### src/rtl/v1_peak_detector_if.sv
// Event output channel of the peak detector: one captured pulse per valid/ready handshake.
interface v1_peak_detector_if #(
  parameter int SIZE_FILTER_DATA = 16,
  parameter int TS_WIDTH         = 32,
  parameter int WBITS            = 7
);
  logic                               peak_valid;
  logic                               peak_ready;
  logic signed [SIZE_FILTER_DATA:0]   peak_amp;
  logic        [TS_WIDTH-1:0]         peak_time;
  logic        [WBITS-1:0]            pulse_width;
  logic                               peak_sat;

  modport master (
    output peak_valid, peak_amp, peak_time, pulse_width, peak_sat,
    input  peak_ready
  );

  modport slave (
    input  peak_valid, peak_amp, peak_time, pulse_width, peak_sat,
    output peak_ready
  );
endinterface

### src/rtl/v1_peak_detector.sv
// Threshold pulse detector behind the v1 shaping filter: captures peak amplitude,
// peak timestamp and width per pulse and offers it through a 1-deep output register.
module v1_peak_detector #(
  parameter int SIZE_FILTER_DATA = 16,
  parameter int THRESHOLD        = 200,
  parameter int MAX_WIDTH        = 64,
  parameter int HOLDOFF          = 8,
  parameter int TS_WIDTH         = 32,
  parameter int WBITS            = 7
) (
  input  logic                             clk,
  input  logic                             reset,
  input  logic signed [SIZE_FILTER_DATA:0] filter_data,
  v1_peak_detector_if.master               peak,
  output logic        [7:0]                lost_count
);

  localparam int DW  = SIZE_FILTER_DATA + 1;
  localparam int HCW = (HOLDOFF > 1) ? $clog2(HOLDOFF) : 1;
  localparam logic signed [DW-1:0] TH   = DW'(THRESHOLD);
  localparam logic [WBITS-1:0]     MAXW = WBITS'(MAX_WIDTH);

  typedef enum logic [2:0] {
    ST_IDLE,
    ST_ACTIVE,
    ST_EMIT,
    ST_HOLDOFF,
    ST_WAIT_LOW
  } state_t;

  state_t                 state_q;
  logic [TS_WIDTH-1:0]    ts_q;
  logic signed [DW-1:0]   x_q;
  logic [TS_WIDTH-1:0]    xts_q;
  logic signed [DW-1:0]   max_q;
  logic [TS_WIDTH-1:0]    tmax_q;
  logic [WBITS-1:0]       width_q;
  logic                   sat_q;
  logic [HCW-1:0]         hold_q;

  logic                   valid_q;
  logic signed [DW-1:0]   amp_q;
  logic [TS_WIDTH-1:0]    time_q;
  logic [WBITS-1:0]       owidth_q;
  logic                   osat_q;
  logic [7:0]             lost_q;

  logic                   x_hi;
  logic [WBITS-1:0]       width_inc;

  always_comb begin
    x_hi      = (x_q > TH);
    width_inc = width_q + 1'b1;
  end

  always_ff @(posedge clk or negedge reset) begin
    if (!reset) begin
      state_q  <= ST_IDLE;
      ts_q     <= '0;
      x_q      <= '0;
      xts_q    <= '0;
      max_q    <= '0;
      tmax_q   <= '0;
      width_q  <= '0;
      sat_q    <= 1'b0;
      hold_q   <= '0;
      valid_q  <= 1'b0;
      amp_q    <= '0;
      time_q   <= '0;
      owidth_q <= '0;
      osat_q   <= 1'b0;
      lost_q   <= '0;
    end else begin
      ts_q  <= ts_q + 1'b1;
      x_q   <= filter_data;
      xts_q <= ts_q;

      // Accepted events retire here; a load in ST_EMIT below takes precedence.
      if (valid_q && peak.peak_ready) valid_q <= 1'b0;

      unique case (state_q)
        ST_IDLE: begin
          if (x_hi) begin
            state_q <= ST_ACTIVE;
            max_q   <= x_q;
            tmax_q  <= xts_q;
            width_q <= WBITS'(1);
          end
        end
        ST_ACTIVE: begin
          if (x_hi) begin
            width_q <= width_inc;
            if (x_q > max_q) begin
              max_q  <= x_q;
              tmax_q <= xts_q;
            end
            if (width_inc == MAXW) begin
              sat_q   <= 1'b1;
              state_q <= ST_EMIT;
            end
          end else begin
            sat_q   <= 1'b0;
            state_q <= ST_EMIT;
          end
        end
        ST_EMIT: begin
          if (!valid_q || peak.peak_ready) begin
            valid_q  <= 1'b1;
            amp_q    <= max_q;
            time_q   <= tmax_q;
            owidth_q <= width_q;
            osat_q   <= sat_q;
          end else if (lost_q != 8'hFF) begin
            lost_q <= lost_q + 1'b1;
          end
          hold_q  <= HCW'(HOLDOFF - 1);
          state_q <= ST_HOLDOFF;
        end
        ST_HOLDOFF: begin
          if (hold_q == '0) state_q <= ST_WAIT_LOW;
          else              hold_q  <= hold_q - 1'b1;
        end
        ST_WAIT_LOW: begin
          if (!x_hi) state_q <= ST_IDLE;
        end
      endcase
    end
  end

  assign peak.peak_valid  = valid_q;
  assign peak.peak_amp    = amp_q;
  assign peak.peak_time   = time_q;
  assign peak.pulse_width = owidth_q;
  assign peak.peak_sat    = osat_q;
  assign lost_count       = lost_q;

endmodule
### src/flat_wrapper.sv
// flat-port wrapper written by rule: the top's interface ports become plain ports
module v1_peak_detector_flat 
#(
  parameter int SIZE_FILTER_DATA = 16,
  parameter int THRESHOLD        = 200,
  parameter int MAX_WIDTH        = 64,
  parameter int HOLDOFF          = 8,
  parameter int TS_WIDTH         = 32,
  parameter int WBITS            = 7
)
  (clk, reset, filter_data, lost_count, peak_peak_valid, peak_peak_amp, peak_peak_time, peak_pulse_width, peak_peak_sat, peak_peak_ready);
  v1_peak_detector_if #(.SIZE_FILTER_DATA(SIZE_FILTER_DATA), .TS_WIDTH(TS_WIDTH), .WBITS(WBITS)) peak_i ();
  input  logic clk;
  input  logic reset;
  input  logic signed [SIZE_FILTER_DATA:0] filter_data;
  output logic        [7:0] lost_count;
  output wire logic [$bits(peak_i.peak_valid)-1:0] peak_peak_valid;
  output wire logic [$bits(peak_i.peak_amp)-1:0] peak_peak_amp;
  output wire logic [$bits(peak_i.peak_time)-1:0] peak_peak_time;
  output wire logic [$bits(peak_i.pulse_width)-1:0] peak_pulse_width;
  output wire logic [$bits(peak_i.peak_sat)-1:0] peak_peak_sat;
  input wire logic [$bits(peak_i.peak_ready)-1:0] peak_peak_ready;
  assign peak_peak_valid = peak_i.peak_valid;
  assign peak_peak_amp = peak_i.peak_amp;
  assign peak_peak_time = peak_i.peak_time;
  assign peak_pulse_width = peak_i.pulse_width;
  assign peak_peak_sat = peak_i.peak_sat;
  assign peak_i.peak_ready = peak_peak_ready;
  v1_peak_detector #(.SIZE_FILTER_DATA(SIZE_FILTER_DATA), .THRESHOLD(THRESHOLD), .MAX_WIDTH(MAX_WIDTH), .HOLDOFF(HOLDOFF), .TS_WIDTH(TS_WIDTH), .WBITS(WBITS)) u_core (.clk(clk), .reset(reset), .filter_data(filter_data), .peak(peak_i), .lost_count(lost_count));
endmodule
### config.mk
export PLATFORM = sky130hd
export DESIGN_NAME = v1_peak_detector_flat
export DESIGN_NICKNAME = d
export VERILOG_FILES = /design/src/rtl/v1_peak_detector_if.sv /design/src/rtl/v1_peak_detector.sv /design/src/flat_wrapper.sv
export SDC_FILE = /design/constraint.sdc
export NUM_CORES = 1
export LEC_CHECK = 0
export ABC_AREA = 1
export CAP_MARGIN = 0
export CORE_MARGIN = 3
export CORE_UTILIZATION = 35
export DETAILED_ROUTE_END_ITERATION = 8
export PLACE_DENSITY = 0.53
export SYNTH_ARGS = -nofsm -noshare
export SYNTH_HDL_FRONTEND = slang
export SYNTH_SLANG_ARGS = --single-unit
### constraint.sdc
create_clock -name clk -period 2.49 [get_ports clk]
set_input_delay 0.498 -clock clk [delete_from_list [all_inputs] [get_ports clk]]
set_output_delay 0.498 -clock clk [all_outputs]
set_load 0.01 [all_outputs]
== Yosys cells after proc, flatten, opt, wreduce, memory -nomap -nowiden ==
Cells that the tools add are included.

* Output and inout bits: 66
* Input bits: 20
* Word-level logic and storage cells: 74
* Register bits: 210

* Eq/ne operators: 14
* Mux-type cells: 24
* Bitwise logic cells: 1
* Order comparisons: 2
* Reductions and logical operators: 14
* Add/subtract/negate cells: 4

{| class="wikitable"
|+ Operators by type and width
! cell !! number
|-
| $mux 32 || 3
|-
| $pmux 32 s2 || 1
|-
| $mux 17 || 3
|-
| $pmux 17 s2 || 1
|-
| $add 32x1->32 const B || 1
|-
| $mux 3 || 6
|-
| $gt 17x17->1 || 1
|-
| $gt 17x9->1 const B || 1
|-
| $pmux 3 s5 || 1
|-
| $mux 7 || 2
|-
| $pmux 7 s2 || 1
|-
| $add 8x1->8 const B || 1
|-
| $ne 2x1->1 const B || 4
|-
| $ne 8x8->1 const B || 1
|-
| $reduce_and 4->1 || 2
|-
| $add 7x1->7 const B || 1
|-
| $eq 7x7->1 const B || 1
|-
| $eq 3x2->1 const B || 2
|-
| $logic_not 3->1 || 2
|-
| $ne 2x2->1 const B || 3
|-
| $pmux 3 s2 || 1
|-
| $reduce_and 2->1 || 3
|-
| $reduce_and 3->1 || 2
|-
| $mux 1 || 5
|-
| other kinds (9) || 10
|}

== Logic depth before layout (Yosys ltp) ==
* Depth in word-level cells: 5
* Gate-level depth with buffers: 17
* Depth with buffers taken out: 15

== Worst setup path before layout ==
Ideal clock, no wire load.

* Kind: reg-to-reg
* From: register u_core.x_q[8]
* To: register u_core.tmax_q[24]
* Library setup time: 117 ps
* Buffers on the path: 2
* Cell stages (with the launch flop): 15
* Slack: 645 ps
* Arrival time: 1728 ps
* Clock period less this slack: 1845 ps
* Required time: 2373 ps
* Cell sequence: dfrtp_1 ha_1 nand2_1 nor2_1 nand2_1 nor2_1 nand2_1 nand3_1 nand2_1 nand3_2 nand2_1 buf_4 buf_6 nand2_1 nand2_1

* Word-level cells in the longest chain between the ends: 3
* Elaborated cells between the ends (all ways): 6
* Classes of those cells: 2 x order compare; 3 x eq/ne; 1 x reduce/logical

{| class="wikitable"
|+ Ends and longest elaborated chain
! what !! RTL line !! RTL
|-
| start: declaration || v1_peak_detector.sv:33 || <nowiki>logic signed [DW-1:0] x_q;</nowiki>
|-
| start signal: assignment || v1_peak_detector.sv:75 || <nowiki>x_q <= filter_data;</nowiki>
|-
| $gt 17x17->1 / $gt 17x9->1 (equally long branches) || v1_peak_detector.sv:93, v1_peak_detector.sv:52 ||
|-
| $ne 2x1->1 (no source line) || - ||
|-
| $reduce_and 4->1 (no source line) * || - ||
|-
| end signal: assignment || v1_peak_detector.sv:86 || <nowiki>tmax_q <= xts_q;</nowiki>
|-
| end signal: assignment || v1_peak_detector.sv:95 || <nowiki>tmax_q <= xts_q;</nowiki>
|-
| end: declaration || v1_peak_detector.sv:36 || <nowiki>logic [TS_WIDTH-1:0] tmax_q;</nowiki>
|}

Mark *: on every way between the ends. The rest lies on a longest branch, timed or not.
A chain may end at the register's enable or synchronous reset.

== Worst setup path after layout ==
* From: register u_core.x_q[8]
* To: register u_core.tmax_q[20]

The elaborated chain is that of the path after synthesis.

==> metrics.txt <==
CP max-delay cell=dfrtp_1; starting density of the core=35.8%; Worst Setup End Kind=flip-flop; number of buffers added on ports=85; Fin. Hold Viols=0; kind of start point of the critical path=flip-flop; most frequent cells after synthesis=nand2_1 (227), dfrtp_1 (210), nand3_1 (69), inv_1 (64), nor2_1 (47); dominant cell type by area after synthesis=dfrtp_1; final-stage net count=966; CTS-repair resized insts=0; synth-to-layout area growth=25.9%; vias=5,704; flop-to-flop setup slack=470 ps; period utilisation layout=81.1%; DRC violation count after routing=0; post-layout worst setup margin=470 ps; power density cells=980 nW/µm²; total negative slack=0 ps; tightest hold margin=403 ps; number of top-level design ports=86; Critical Path RT=2930 ps; Arrival @ worst endpoint=2460 ps; Worst-Margin Slew=547 ps; fraction of layout instances using a drive strength above 1=10.4%; post-synthesis instance total=821; setup repair after global routing missed its margin=no; outcome=complete, no violations; leakage power figure=5.26 nW; DR pass1 iterations=4; average size of a mapped cell=10.3 µm²; Worst slew margin=63.5%; most prevalent standard cell on the critical path=nand2_1; slowest stage delay, CP=410 ps; final weighted congestion in routability-driven placement=0.767; critical register-to-register path startpoint=u_core.x_q[8]$_DFF_PN0_; routed wire length per instance=13.7 µm; cell types occupying the most area after synthesis=dfrtp_1 (62%), nand2_1 (10%), mux2_2 (4.4%), nand3_1 (4.1%), ha_1 (3.3%); startpoint of the worst hold path=u_core.ts_q[31]$_DFF_PN0_; yosys synthesis warning count=0; hold path cells=0; Overall Power=10.4 mW; number of enable flip-flop cells after synthesis=0; antenna violations before repair=0; maximum clock path buffer count=3; endpoint of the most critical register-to-register path=u_core.tmax_q[20]$_DFFE_PN0P_; first-pass GRT wire length=30.1 mm; chain of cells forming the critical path=ha_1 > nand2_1 > nor2_1 > nand2_1 > nor2_1 > nand2_1 > nand4_1 > nand3_2 > nand2_1 > buf_12 > nand2_1 > nand2_1; maximum number of pins on one net before global-route repair=62; Netlist Area Pre-Place=8460 µm²; setup violation total in the final timing report=0; number of distinct standard cells referenced by the synthesized netlist=29; Ant. Diodes=0; Die W=161 µm; DR iter-0 viols=369; vias in the first global route=6,075; count of nets left with antenna violations after detail routing=0; root cell of the clock tree=clkbuf_16; TritonCTS buffer count=23; number of cells on the worst reg-to-reg path=12; sequential area share after synthesis=62.1%; clock tree from TritonCTS=done; die area=26,100 µm²; placed standard-cell area=9790 µm²; synthesized flop and latch total=210; worst hold path endpoint=u_core.xts_q[31]$_DFF_PN0_; fin area=10,700 µm²; worst-case setup slack after placement=460 ps; H-tree levels=1; async set or reset register ratio after synthesis=100%; Highest Clock Rate=495 MHz; total wire length after detailed routing=17.2 mm; class of the most critical setup path=reg2reg; via-per-instance ratio=4.53; count of standard-cell rows=56; TritonCTS Sinks=210; area share of the largest cell type after synthesis=62.1%; global router's overall resource usage=13.9%; fin crit period=2020 ps; ys flop type=dfrtp_1; Post-Route Skew=11.4 ps; largest vdd supply drop=409 µV; total congestion overflow after global routing=0; die height=161 µm; Max-Cap Viols=0; latest clock arrival within the worst-skew pair=500 ps; most repeated cell in the gate-level netlist after synthesis=nand2_1; worst hold-check path type=reg2reg; CORE AREA=23,600 µm²; number of nets produced by synthesis=863; critical path peak fanout=39; clock transition at the registers of the reported paths=60 ps; Post-DP HPWL=11.8 mm; Final Slew Violations=0
## layout by cell type (no fill, tap or decap), types with 14 or more instances in the layout
master / count
clkdlybuf4s50_1: 84
ha_1: 22
clkbuf_16: 23
o21ai_0: 34
nand2_1: 226
mux2_2: 33
nor2_1: 47
nor3_1: 14
nand3_1: 69
inv_1: 64
xor2_1: 25
dfrtp_1: 210
## through the flow
step	util (%)	cells
2_1_floorplan	-	821
3_3_place_gp	41.5	1217
3_5_place_dp	41.5	1217
4_1_cts	45.1	1259
5_1_grt	45.1	1259
6_report	45.1	1259
## per-layer routing
| metal | wire, µm | GRT usage [%] | part of all wire [%] | vias to the layer above |
|---|---|---|---|---|
| li1 | - | - | - | 2854 |
| met1 | 7780 | 18.2 | 45 | 2754 |
| met2 | 8430 | 23.9 | 49 | 67 |
| met3 | 676 | 2.80 | 3.9 | 29 |
| met4 | 304 | 3.32 | 1.8 | 0 |
| met5 | 0 | 0 | 0 | - |
## what timing repair did
action	in CTS	in global routing
buffers inserted	0	0
hold endpoints to repair	3	0
hold buffers	1	0
## worst max-delay path: cells and delay by family, from the launching register on
| family | cells | cell delay [ps] |
|---|---|---|
| adder cells (fa/ha/maj) | 1 | 310 |
| flip-flops | 1 | 410 |
| AND/OR/NAND/NOR | 10 | 980 |
| buffers and inverters | 1 | 230 |
## cell families (layout without fill, tap and decap cells)
logic type,Yosys count,count (layout),share of synthesized area [%]
fa+ha+maj,22,22,3.25
compound gates,48,48,2.90
mux,33,33,4.39
simple gates,381,381,19.1
buf+inv,89,208,4.29
flops,210,210,62.1
xor+xnor,38,38,3.93
## where the power goes
| part | internal (mW) | switching [mW] |
|---|---|---|
| logic | 1.08 | 1.47 |
| registers | 3.87 | 0.294 |
| clock network | 2.41 | 1.32 |
| total | 7.36 | 3.08 |
## worst max-delay path by stage
stage | cells after the start | startpoint | end
finish | 12 | u_core.x_q[8]$_DFF_PN0_ | u_core.tmax_q[20]$_DFFE_PN0P_
global route | 13 | u_core.max_q[7]$_DFFE_PN0P_ | u_core.tmax_q[6]$_DFFE_PN0P_
CTS | 12 | u_core.x_q[8]$_DFF_PN0_ | u_core.tmax_q[20]$_DFFE_PN0P_
detailed placement | 12 | u_core.x_q[8]$_DFF_PN0_ | u_core.tmax_q[20]$_DFFE_PN0P_
global placement | 6 | peak_peak_ready | u_core.peak.peak_amp[0]$_DFFE_PN0P_
floorplan | 14 | u_core.x_q[8]$_DFF_PN0_ | u_core.tmax_q[24]$_DFFE_PN0P_
## sequential cells by signal (all words and copies together) (netlist names)
signal	flops
u_core.peak.peak_time	32
u_core.tmax_q	32
u_core.ts_q	32
u_core.xts_q	32
u_core.max_q	17
u_core.peak.peak_amp	17
u_core.x_q	17
u_core.lost_count	8
u_core.peak.pulse_width	7
u_core.width_q	7
u_core.hold_q	3
u_core.state_q	3
u_core.peak.peak_sat	1
u_core.peak.peak_valid	1
u_core.sat_q	1
## final cells by class
cell class	count	area, µm²
Inverter	65	244
Timing Repair Buffer	102	1060
Clock inverter	9	173
Multi-Input combinational cell	522	2840
Tap cell	319	399
Fill cell	2314	13000
Sequential cell	210	5260
Clock buffer	32	679
(Power assumes the default switching activity.)
